`src/rtl/exe_pkg.sv`:
```
// Shared types and constants for the EXE issue controller: opcodes, FSM states and the
// writeback record.
package exe_pkg;

    localparam logic [2:0] OP_ADD = 3'd0;
    localparam logic [2:0] OP_SUB = 3'd1;

    // Writeback record is sized for the widest supported configuration; the top slices it.
    localparam int unsigned WB_DATA_MAX = 64;
    localparam int unsigned WB_TAG_MAX  = 16;

    typedef enum logic [2:0] {
        StIdle,
        StSetup,
        StStart,
        StWait,
        StWb,
        StGap
    } state_t;

    typedef struct packed {
        logic [WB_TAG_MAX-1:0]  tag;
        logic [WB_DATA_MAX-1:0] data;
        logic                   err;
    } wb_rec_t;

    function automatic logic op_legal(input logic [2:0] op);
        return (op == OP_ADD) || (op == OP_SUB);
    endfunction

endpackage

```
`src/rtl/issue_fifo.sv`:
```
// Count-based FIFO holding decoded operations until their writeback is accepted.
module issue_fifo #(
    parameter int unsigned DEPTH = 4,
    parameter int unsigned WIDTH = 8
) (
    input  logic             clk,
    input  logic             rst_n,
    input  logic             push,
    input  logic [WIDTH-1:0] wdata,
    input  logic             pop,
    output logic [WIDTH-1:0] rdata,
    output logic             full,
    output logic             empty
);

    localparam int unsigned AW = (DEPTH > 1) ? $clog2(DEPTH) : 1;

    logic [WIDTH-1:0] mem [DEPTH];
    logic [AW-1:0]    wr_ptr_q, rd_ptr_q;
    logic [AW:0]      count_q;
    logic             do_push, do_pop;

    assign full    = (count_q == (AW+1)'(DEPTH));
    assign empty   = (count_q == '0);
    assign do_push = push && !full;
    assign do_pop  = pop && !empty;
    assign rdata   = mem[rd_ptr_q];

    always_ff @(posedge clk) begin
        if (do_push) mem[wr_ptr_q] <= wdata;
    end

    // Pointers wrap naturally since DEPTH is a power of two.
    always_ff @(posedge clk) begin
        if (!rst_n) begin
            wr_ptr_q <= '0;
            rd_ptr_q <= '0;
            count_q  <= '0;
        end else begin
            if (do_push) wr_ptr_q <= wr_ptr_q + 1'b1;
            if (do_pop)  rd_ptr_q <= rd_ptr_q + 1'b1;
            case ({do_push, do_pop})
                2'b10:   count_q <= count_q + 1'b1;
                2'b01:   count_q <= count_q - 1'b1;
                default: count_q <= count_q;
            endcase
        end
    end

endmodule

```
`src/rtl/exe_issue_ctrl.sv`:
```
// Issue/collect controller: queues tagged ops, runs each through the two-cycle EXE handshake
// and returns result plus tag on a valid/ready writeback port.
module exe_issue_ctrl
    import exe_pkg::*;
#(
    parameter int unsigned DATA_W  = 32,
    parameter int unsigned TAG_W   = 4,
    parameter int unsigned DEPTH   = 4,
    parameter int unsigned TIMEOUT = 8
) (
    input  logic              clk,
    input  logic              rst_n,
    input  logic              in_valid,
    output logic              in_ready,
    input  logic [2:0]        in_op,
    input  logic [DATA_W-1:0] in_a,
    input  logic [DATA_W-1:0] in_b,
    input  logic [TAG_W-1:0]  in_tag,
    output logic              exe_start,
    output logic [2:0]        exe_op,
    output logic [DATA_W-1:0] exe_a,
    output logic [DATA_W-1:0] exe_b,
    input  logic              exe_valid,
    input  logic [DATA_W-1:0] exe_result,
    output logic              wb_valid,
    input  logic              wb_ready,
    output logic [TAG_W-1:0]  wb_tag,
    output logic [DATA_W-1:0] wb_data,
    output logic              wb_err,
    output logic              busy,
    output logic [7:0]        err_cnt
);

    localparam int unsigned ENTRY_W = 3 + 2 * DATA_W + TAG_W;
    localparam int unsigned TMR_W   = (TIMEOUT > 1) ? $clog2(TIMEOUT) : 1;

    logic [ENTRY_W-1:0] head;
    logic [2:0]         head_op;
    logic [DATA_W-1:0]  head_a, head_b;
    logic [TAG_W-1:0]   head_tag;
    logic               fifo_full, fifo_empty, pop;

    state_t             state_q, state_d;
    logic [TMR_W-1:0]   timer_q, timer_d;
    logic [2:0]         exe_op_q, exe_op_d;
    logic [DATA_W-1:0]  exe_a_q, exe_a_d, exe_b_q, exe_b_d;
    wb_rec_t            wb_q, wb_d;
    logic [7:0]         err_cnt_q, err_cnt_d;

    assign in_ready = !fifo_full;
    assign {head_op, head_a, head_b, head_tag} = head;

    issue_fifo #(
        .DEPTH (DEPTH),
        .WIDTH (ENTRY_W)
    ) u_fifo (
        .clk   (clk),
        .rst_n (rst_n),
        .push  (in_valid && in_ready),
        .wdata ({in_op, in_a, in_b, in_tag}),
        .pop   (pop),
        .rdata (head),
        .full  (fifo_full),
        .empty (fifo_empty)
    );

    always_ff @(posedge clk) begin
        if (!rst_n) begin
            state_q   <= StIdle;
            timer_q   <= '0;
            exe_op_q  <= '0;
            exe_a_q   <= '0;
            exe_b_q   <= '0;
            wb_q      <= '0;
            err_cnt_q <= '0;
        end else begin
            state_q   <= state_d;
            timer_q   <= timer_d;
            exe_op_q  <= exe_op_d;
            exe_a_q   <= exe_a_d;
            exe_b_q   <= exe_b_d;
            wb_q      <= wb_d;
            err_cnt_q <= err_cnt_d;
        end
    end

    always_comb begin
        state_d   = state_q;
        timer_d   = timer_q;
        exe_op_d  = exe_op_q;
        exe_a_d   = exe_a_q;
        exe_b_d   = exe_b_q;
        wb_d      = wb_q;
        err_cnt_d = err_cnt_q;
        pop       = 1'b0;
        case (state_q)
            StIdle: begin
                if (!fifo_empty) begin
                    wb_d.tag = WB_TAG_MAX'(head_tag);
                    if (op_legal(head_op)) begin
                        exe_op_d = head_op;
                        exe_a_d  = head_a;
                        exe_b_d  = head_b;
                        state_d  = StSetup;
                    end else begin
                        // Illegal ops complete immediately without touching the EXE unit.
                        wb_d.data = '0;
                        wb_d.err  = 1'b1;
                        state_d   = StWb;
                    end
                end
            end
            StSetup: state_d = StStart;
            StStart: begin
                timer_d = '0;
                state_d = StWait;
            end
            StWait: begin
                if (exe_valid) begin
                    wb_d.data = WB_DATA_MAX'(exe_result);
                    wb_d.err  = 1'b0;
                    state_d   = StWb;
                end else if (timer_q == TMR_W'(TIMEOUT - 1)) begin
                    wb_d.data = '0;
                    wb_d.err  = 1'b1;
                    state_d   = StWb;
                end else begin
                    timer_d = timer_q + 1'b1;
                end
            end
            StWb: begin
                if (wb_ready) begin
                    pop = 1'b1;
                    if (wb_q.err && err_cnt_q != 8'hFF) err_cnt_d = err_cnt_q + 1'b1;
                    state_d = StGap;
                end
            end
            // Keeps exe_start low for a cycle so the EXE unit's counter can clear.
            StGap:   state_d = StIdle;
            default: state_d = StIdle;
        endcase
    end

    assign exe_start = (state_q == StStart);
    assign exe_op    = exe_op_q;
    assign exe_a     = exe_a_q;
    assign exe_b     = exe_b_q;
    assign wb_valid  = (state_q == StWb);
    assign wb_tag    = wb_q.tag[TAG_W-1:0];
    assign wb_data   = wb_q.data[DATA_W-1:0];
    assign wb_err    = wb_q.err;
    assign busy      = (state_q != StIdle) || !fifo_empty;
    assign err_cnt   = err_cnt_q;

endmodule

```
`config.mk`:
```
export PLATFORM = sky130hd
export DESIGN_NAME = exe_issue_ctrl
export DESIGN_NICKNAME = d
export VERILOG_FILES = /design/src/rtl/exe_pkg.sv /design/src/rtl/issue_fifo.sv /design/src/rtl/exe_issue_ctrl.sv
export SDC_FILE = /design/constraint.sdc
export NUM_CORES = 1
export LEC_CHECK = 0
export ABC_AREA = 1
export BUFFER_PORTS_ARGS = -buffer_cell sky130_fd_sc_hd__buf_2
export CORE_AREA = 2 2 178 180
export DETAILED_ROUTE_END_ITERATION = 16
export DIE_AREA = 0 0 180 182
export PLACE_DENSITY = 0.8
export SYNTH_ARGS = -nofsm -noshare
export SYNTH_HDL_FRONTEND = slang
export SYNTH_SLANG_ARGS = --single-unit
```
`constraint.sdc`:
```
create_clock -name clk -period 3.9 [get_ports clk]
set_input_delay 0.39 -clock clk [delete_from_list [all_inputs] [get_ports clk]]
set_output_delay 0.39 -clock clk [all_outputs]
set_load 0.005 [all_outputs]
```
==> results.yml, run 1 <==
global_routing:
  antenna_found_initial: 14
  global_route.peak_usage_layer: "met2"
  vias_in_the_first_global_route: 10600
  gr-usage-met1_pct: 25.4
  met2_usage_pct: 35.7
  pin_count_of_the_biggest_net_entering_global_routing: 109
  grt_pass1_wl_mm: 54.7
  overflow: 0
  grtUsageMet3_pct: 6.78
  grt_util_all_layers_pct: 20.9
worst_setup_path:
  cp.required_ps: 4300
  timing.critical_path.cells: "inv_4, nand2_1, nand3_1, nand3_4, buf_4, o21ai_0, a21oi_1"
  max_stage_delay_ps: 670
  r2r_cells: 7
  crit_path_max_fanout: 73
  setup.worst_path.end: "exe_b[11]"
  critical_path.endpoint_type: "flip-flop"
  worstSetupStartpointType: "flip-flop"
  critical_path.slowest_cell: "nand3_4"
  signal_arrival_time_at_the_worst_endpoint_ps: 2990
  rrSetupSlack_ps: 1300
  worst-setup-path-type: "reg -> reg"
  reg2reg_end: "exe_b[11]"
yosys:
  ys_top_cells_by_count: "edfxtp_1, nor2_1, o21ai_0"
  synth_cell_types: 36
  ys.flop_type: "edfxtp_1"
  synth.top_cell.area_share_pct: 54.6
  synth-async-reset-ratio_pct: 0
  post_synth_edffs: 284
  synth-seq-area-share_pct: 70.9
  mappedNetlistArea_um2: 15600
  synth.avg_cell_area_um2: 11.3
  synthMostInstantiatedCell: "edfxtp_1"
  synth_nets: 1497
  synth_warnings: 0
  netlist.top_cell.by_area: "edfxtp_1"
  register_bit_count_reported_by_yosys: 411
  gate_count_after_technology_mapping: 1380
  yosys-top-cells-area: "edfxtp_1, dfxtp_1, o21ai_0, nor2_1, a21oi_1"
floorplanning:
  core_box_area_um2: 31000
  die_w_um: 180
  start_util_pct: 50.4
  die_height_um: 182
  fp.dieArea_um2: 32800
  rows: 65
  num_io_pins: 224
final_layout:
  layout.nets: 1696
  fillers: 2442
  final_layout_size_suffix_gt1_share_pct: 20.7
  syn_to_final_growth_pct: 19.0
  stdcell_area_um2: 18600
sta:
  worst_hold_slack_ps: 45.2
  tightestPinTransition_ps: 1080
  rsz0062_at_grt: "no"
  max-slew-margin-rel_pct: 28.2
  fin_crit_sh_pct: 66.6
  finalSetupViolations: 0
  hold_viol: 0
  top_achievable_clock_speed_mhz: 385
  fin_worst_skew_ps: 45.4
  drv_slew: 0
  min_clock_period_post_route_ps: 2600
clock_tree:
  cts-root-buf: "clkbuf_16"
  ctsHoldBuffers: 0
  cts_max_path_buffers: 3
  numCtsBuffers: 42
  h-tree-depth: 2
  clk-insertion-delay-late_ps: 560
  numClockSinks: 411
  post_cts_resize_count: 0
  cts_tree: "built"
  cts_setup_buffers: 0
  cts.clk_slew.worst_paths_ps: 60
place:
  buffer_ports.inserted: 223
  hpwl_mm: 20.3
  weighted_congestion_reported_at_the_end_of_routability_driven_placement: 0.805
  dpl-instance-area_um2: 17100
hold_path:
  worstHoldPathType: "in -> reg"
  hp_start: "in_a[16]"
status:
  outcome: "finished, final reports clean"
drt:
  detail_route.iter0.violations: 596
  drt_pass1_iterations: 5
  drc: 0
  detail_routed_via_count_per_cell: 5.40
  wl_mm: 34.9
  routed-via-count: 10900
  wl_per_cell_um: 17.2
  drtAntennaViolNets: 0
power:
  leakagePower_nw: 7.10
  pwr_density_cell_nw_per_um2: 627
  peakVddDrop_uv: 431
job:
  max_cap_viol_count: 0
-- metrics by stage --
step / utilization (%) / TNS (ps) / worst slack, ps / power [mW] / cells
3_5_place_dp: 55.0 / 0 / 1290 / 7.46 / 1937
2_1_floorplan: - / -89410 / -315 / 6.78 / 1380
6_report: 60.0 / 0 / 1300 / 11.7 / 2022
5_1_grt: 59.9 / 0 / 1050 / 12.3 / 2019
3_3_place_gp: 55.0 / 0 / 1360 / 7.39 / 1937
4_1_cts: 59.9 / 0 / 1270 / 11.7 / 2015
-- layout by cell type (no fill, tap or decap), drive strengths merged --
cell type and count:
nor2 214, o22ai 65, o21ai 219, nand3b 4, inv 104, ha 8, diode 7, bufinv 8
nand4 2, nor3 3, dfxtp 127, nor3b 1, or2 1, xor2 1, o211a 1, fa 1
nand3 37, xnor2 4, nand2 103, clkbuf 56, edfxtp 284, buf 241, clkinv 14, a21oi 110
a31oi 5
-- where the power goes --
group          leakage [nW]  internal, mW  switching, mW  total, mW
combinational          2.72         0.733           1.27       2.01
clock                 0.743          2.65           1.64       4.29
sequential             3.65          5.14          0.214       5.36
total                  7.10          8.53           3.13       11.7
-- per-layer routing --
metal,wire length (um),vias up
li1,-,5242
met1,14100,5186
met2,16700,401
met3,3190,84
met4,785,12
met5,67,-
-- final cells by class --
| class | instances | area, um2 | area share [%] |
|---|---|---|---|
| clock buffer | 56 | 1160 | 6.27 |
| antenna | 7 | 17.5 | 0.0943 |
| timing repair buffer | 241 | 1270 | 6.81 |
| clock inverter | 22 | 347 | 1.87 |
| tap | 402 | 503 | 2.71 |
| sequential | 411 | 11100 | 59.6 |
| multi-input combinational | 779 | 3810 | 20.5 |
| inverter | 104 | 393 | 2.11 |
-- worst min path at each step --
stage                                   end  slack [ps]  depth (start not counted)
after CTS                 u_fifo.mem[1][57]          20                          1
after floorplan                   exe_b[10]         440                          2
after global routing      u_fifo.mem[0][39]          30                          1
final                     u_fifo.mem[3][52]          50                          1
after detailed placement          exe_a[18]         430                          2
after global placement            exe_a[17]         430                          2
-- critical path, delay by kind of cell, from the launching register on --
family | cells | cell delay, ps
flops | 1 | 450
compound gates | 2 | 250
buf+inv | 2 | 820
simple gates | 3 | 940
-- kinds of logic after synthesis --
| logic type | share of synthesized area [%] |
|---|---|
| flops | 70.9 |
| compound gates | 13.4 |
| simple gates | 9.65 |
| buf+inv | 4.97 |
| fa+ha+maj | 0.769 |
| xor+xnor | 0.280 |
-- registers in the layout, indices dropped and copies added (netlist names), 2 cells and up, named ones only --
name             flops
wb_data             32
u_fifo.rd_ptr_q      2
u_fifo.wr_ptr_q      2
wb_tag               4
state_q              3
u_fifo.mem         284
exe_b               32
u_fifo.count_q       3
exe_op               3
exe_a               32
timer_q              3
err_cnt              8
Note: power is estimated with default switching activity, not from simulation.
==> inputs of run 2 (changes only) <==
clock period = 2.3 ns   (was 3.9 ns; I/O delays follow)
==> run 2 against run 1 <==
Against the previous run:
- clock power rose by 56%
- via count increased by 2.9%
- register-to-register slack got worse by 1100 ps
- cell area is 4.0% higher
- fmax grew 25%
- final cell count rose by 3.4%
- sequential cell count did not move
- critical path depth rose by 5
- clock skew is 28 ps lower
- highest routed layer unchanged
- combinational power is 82% higher
==> results.yml, run 2 (same netlist as run 1, synthesis figures left out) <==
clock_tree:
  cts.clk_slew.worst_paths_ps: 60
  cts_tree: "built"
  cts-root-buf: "clkbuf_16"
  numClockSinks: 411
  numCtsBuffers: 41
  h-tree-depth: 2
  clk-insertion-delay-late_ps: 540
  cts_max_path_buffers: 3
worst_setup_path:
  r2r_cells: 12
  signal_arrival_time_at_the_worst_endpoint_ps: 2490
  timing.critical_path.from: "state_q[1]"
  reg2reg_end: "u_fifo.count_q[2]"
  rr_startpoint: "state_q[1]"
  timing.critical_path.cells: "nor2_2, nand2_2, inv_2, nand2_1, nor2_2, ha_1, inv_1, fa_1, a21oi_1, o21ai_0, o21ai_1, a21oi_1"
  critical_path.slowest_cell: "fa_1"
  crit_path_max_fanout: 4
  cp.required_ps: 2710
  worst-setup-path-type: "reg -> reg"
  rrSetupSlack_ps: 220
  worstSetupStartpointType: "flip-flop"
  max_stage_delay_ps: 440
  critical_path.endpoint_type: "flip-flop"
floorplanning:
  fp.dieArea_um2: 32800
  rows: 65
  die_w_um: 180
  num_io_pins: 224
  die_height_um: 182
  start_util_pct: 50.4
  core_box_area_um2: 31000
sta:
  rsz0062_at_grt: "no"
  drv_slew: 0
  worst_hold_slack_ps: 42.1
  setup_slack_ps: 223
  fin_crit_sh_pct: 90.3
  top_achievable_clock_speed_mhz: 481
  fin_worst_skew_ps: 17.4
  min_clock_period_post_route_ps: 2080
  max-slew-margin-rel_pct: 56.9
  tightestPinTransition_ps: 647
  finalSetupViolations: 0
  hold_viol: 0
  totalNegativeSetupSlack_ps: 0
global_routing:
  overflow: 0
  vias_in_the_first_global_route: 11000
  pin_count_of_the_biggest_net_entering_global_routing: 139
  grt_util_all_layers_pct: 22.1
  grt_pass1_wl_mm: 57.8
  antenna_found_initial: 3
final_layout:
  largest_reg_flops: 284
  final_core_util_pct: 62.3
  layout.cells.most_common: "edfxtp_1"
  syn_to_final_growth_pct: 23.7
  fillers: 2316
  layout.nets: 1771
  registers.top_by_ff_count: "u_fifo.mem"
  final_layout_size_suffix_gt1_share_pct: 20.2
  mostFrequentLayoutCells: "edfxtp_1, buf_2, nor2_1"
drt:
  drtAntennaViolNets: 0
  drc: 0
  routed-via-count: 11200
  detail_route.iter0.violations: 856
  drt_pass1_iterations: 5
  detail_routed_via_count_per_cell: 5.38
  wl_mm: 36.7
  wl_per_cell_um: 17.6
power:
  leakagePower_nw: 7.40
  total_power_mw: 19.4
  pwr_density_cell_nw_per_um2: 1010
  peakVddDrop_uv: 750
place:
  buffer_ports.inserted: 223
  weighted_congestion_reported_at_the_end_of_routability_driven_placement: 0.787
  worst_slack_after_detailed_placement_ps: 122
  hpwl_mm: 20.7
status:
  outcome: "finished, final reports clean"
hold_path:
  worstHoldPathType: "in -> reg"
  end_of_the_worst_hold_path: "wb_data[24]"
  hp_start: "exe_result[24]"
  whs_path_depth: 5
job:
  max_cap_viol_count: 0
[run 2: layout make-up]
cell class                 count  area [um2]  share of cell area, %
timing repair buffer         317        2140                   11.1
clock inverter                20         205                   1.06
antenna                        2        5.00                 0.0259
inverter                     104         393                   2.03
multi-input combinational    779        3820                   19.8
clock buffer                  55        1170                   6.06
sequential                   411       11100                   57.3
tap                          402         503                   2.60
[run 2: how the worst max path moves through the flow]
stage | endpoint | depth (start not counted) | slack (ps)
after floorplan | u_fifo.mem[0][0] | 4 | -770
after global placement | u_fifo.count_q[2] | 12 | 130
after detailed placement | u_fifo.count_q[2] | 12 | 120
after CTS | u_fifo.count_q[2] | 12 | 120
after global routing | u_fifo.count_q[2] | 12 | 20
final | u_fifo.count_q[2] | 12 | 220
[run 2: per-layer routing]
layer  up-vias  share of wire (%)  wire length, um  global-route usage (%)
met4         2                2.0              720                    5.89
met2       438                 50            18500                    39.7
met1      5357                 40            14600                    26.9
met5         -              0.035               13                       0
li1       5390                  -                -                       -
met3        52                8.0             2960                    4.91
[run 2: critical path: cells and delay by family (launching register included)]
family | cells | cell delay (ps)
adder cells (fa/ha/maj) | 2 | 590
flip-flops | 1 | 330
AO/OA/AOI/OAI | 4 | 440
AND/OR/NAND/NOR | 4 | 480
buffers and inverters | 2 | 130
[run 2: repair_timing]
item	in CTS	in global routing
setup buffers	0	0
hold endpoints to repair	285	0
endpoints found under the setup margin	0	1
resized for setup	0	4
hold buffers	72	0
[run 2: metrics by stage]
stage               instances  instance area, um2
global placement         1941               17200
CTS                      2088               19300
finish                   2090               19300
global route             2089               19300
detailed placement       1941               17200
floorplan                1380               15600
[run 2: where the power goes]
group	total [mW]	internal [mW]	switching [mW]	leakage, nW
Combinational	3.65	1.40	2.25	3.08
Clock	6.70	3.94	2.76	0.678
Sequential	9.09	8.72	0.373	3.65
Total	19.4	14.1	5.38	7.40
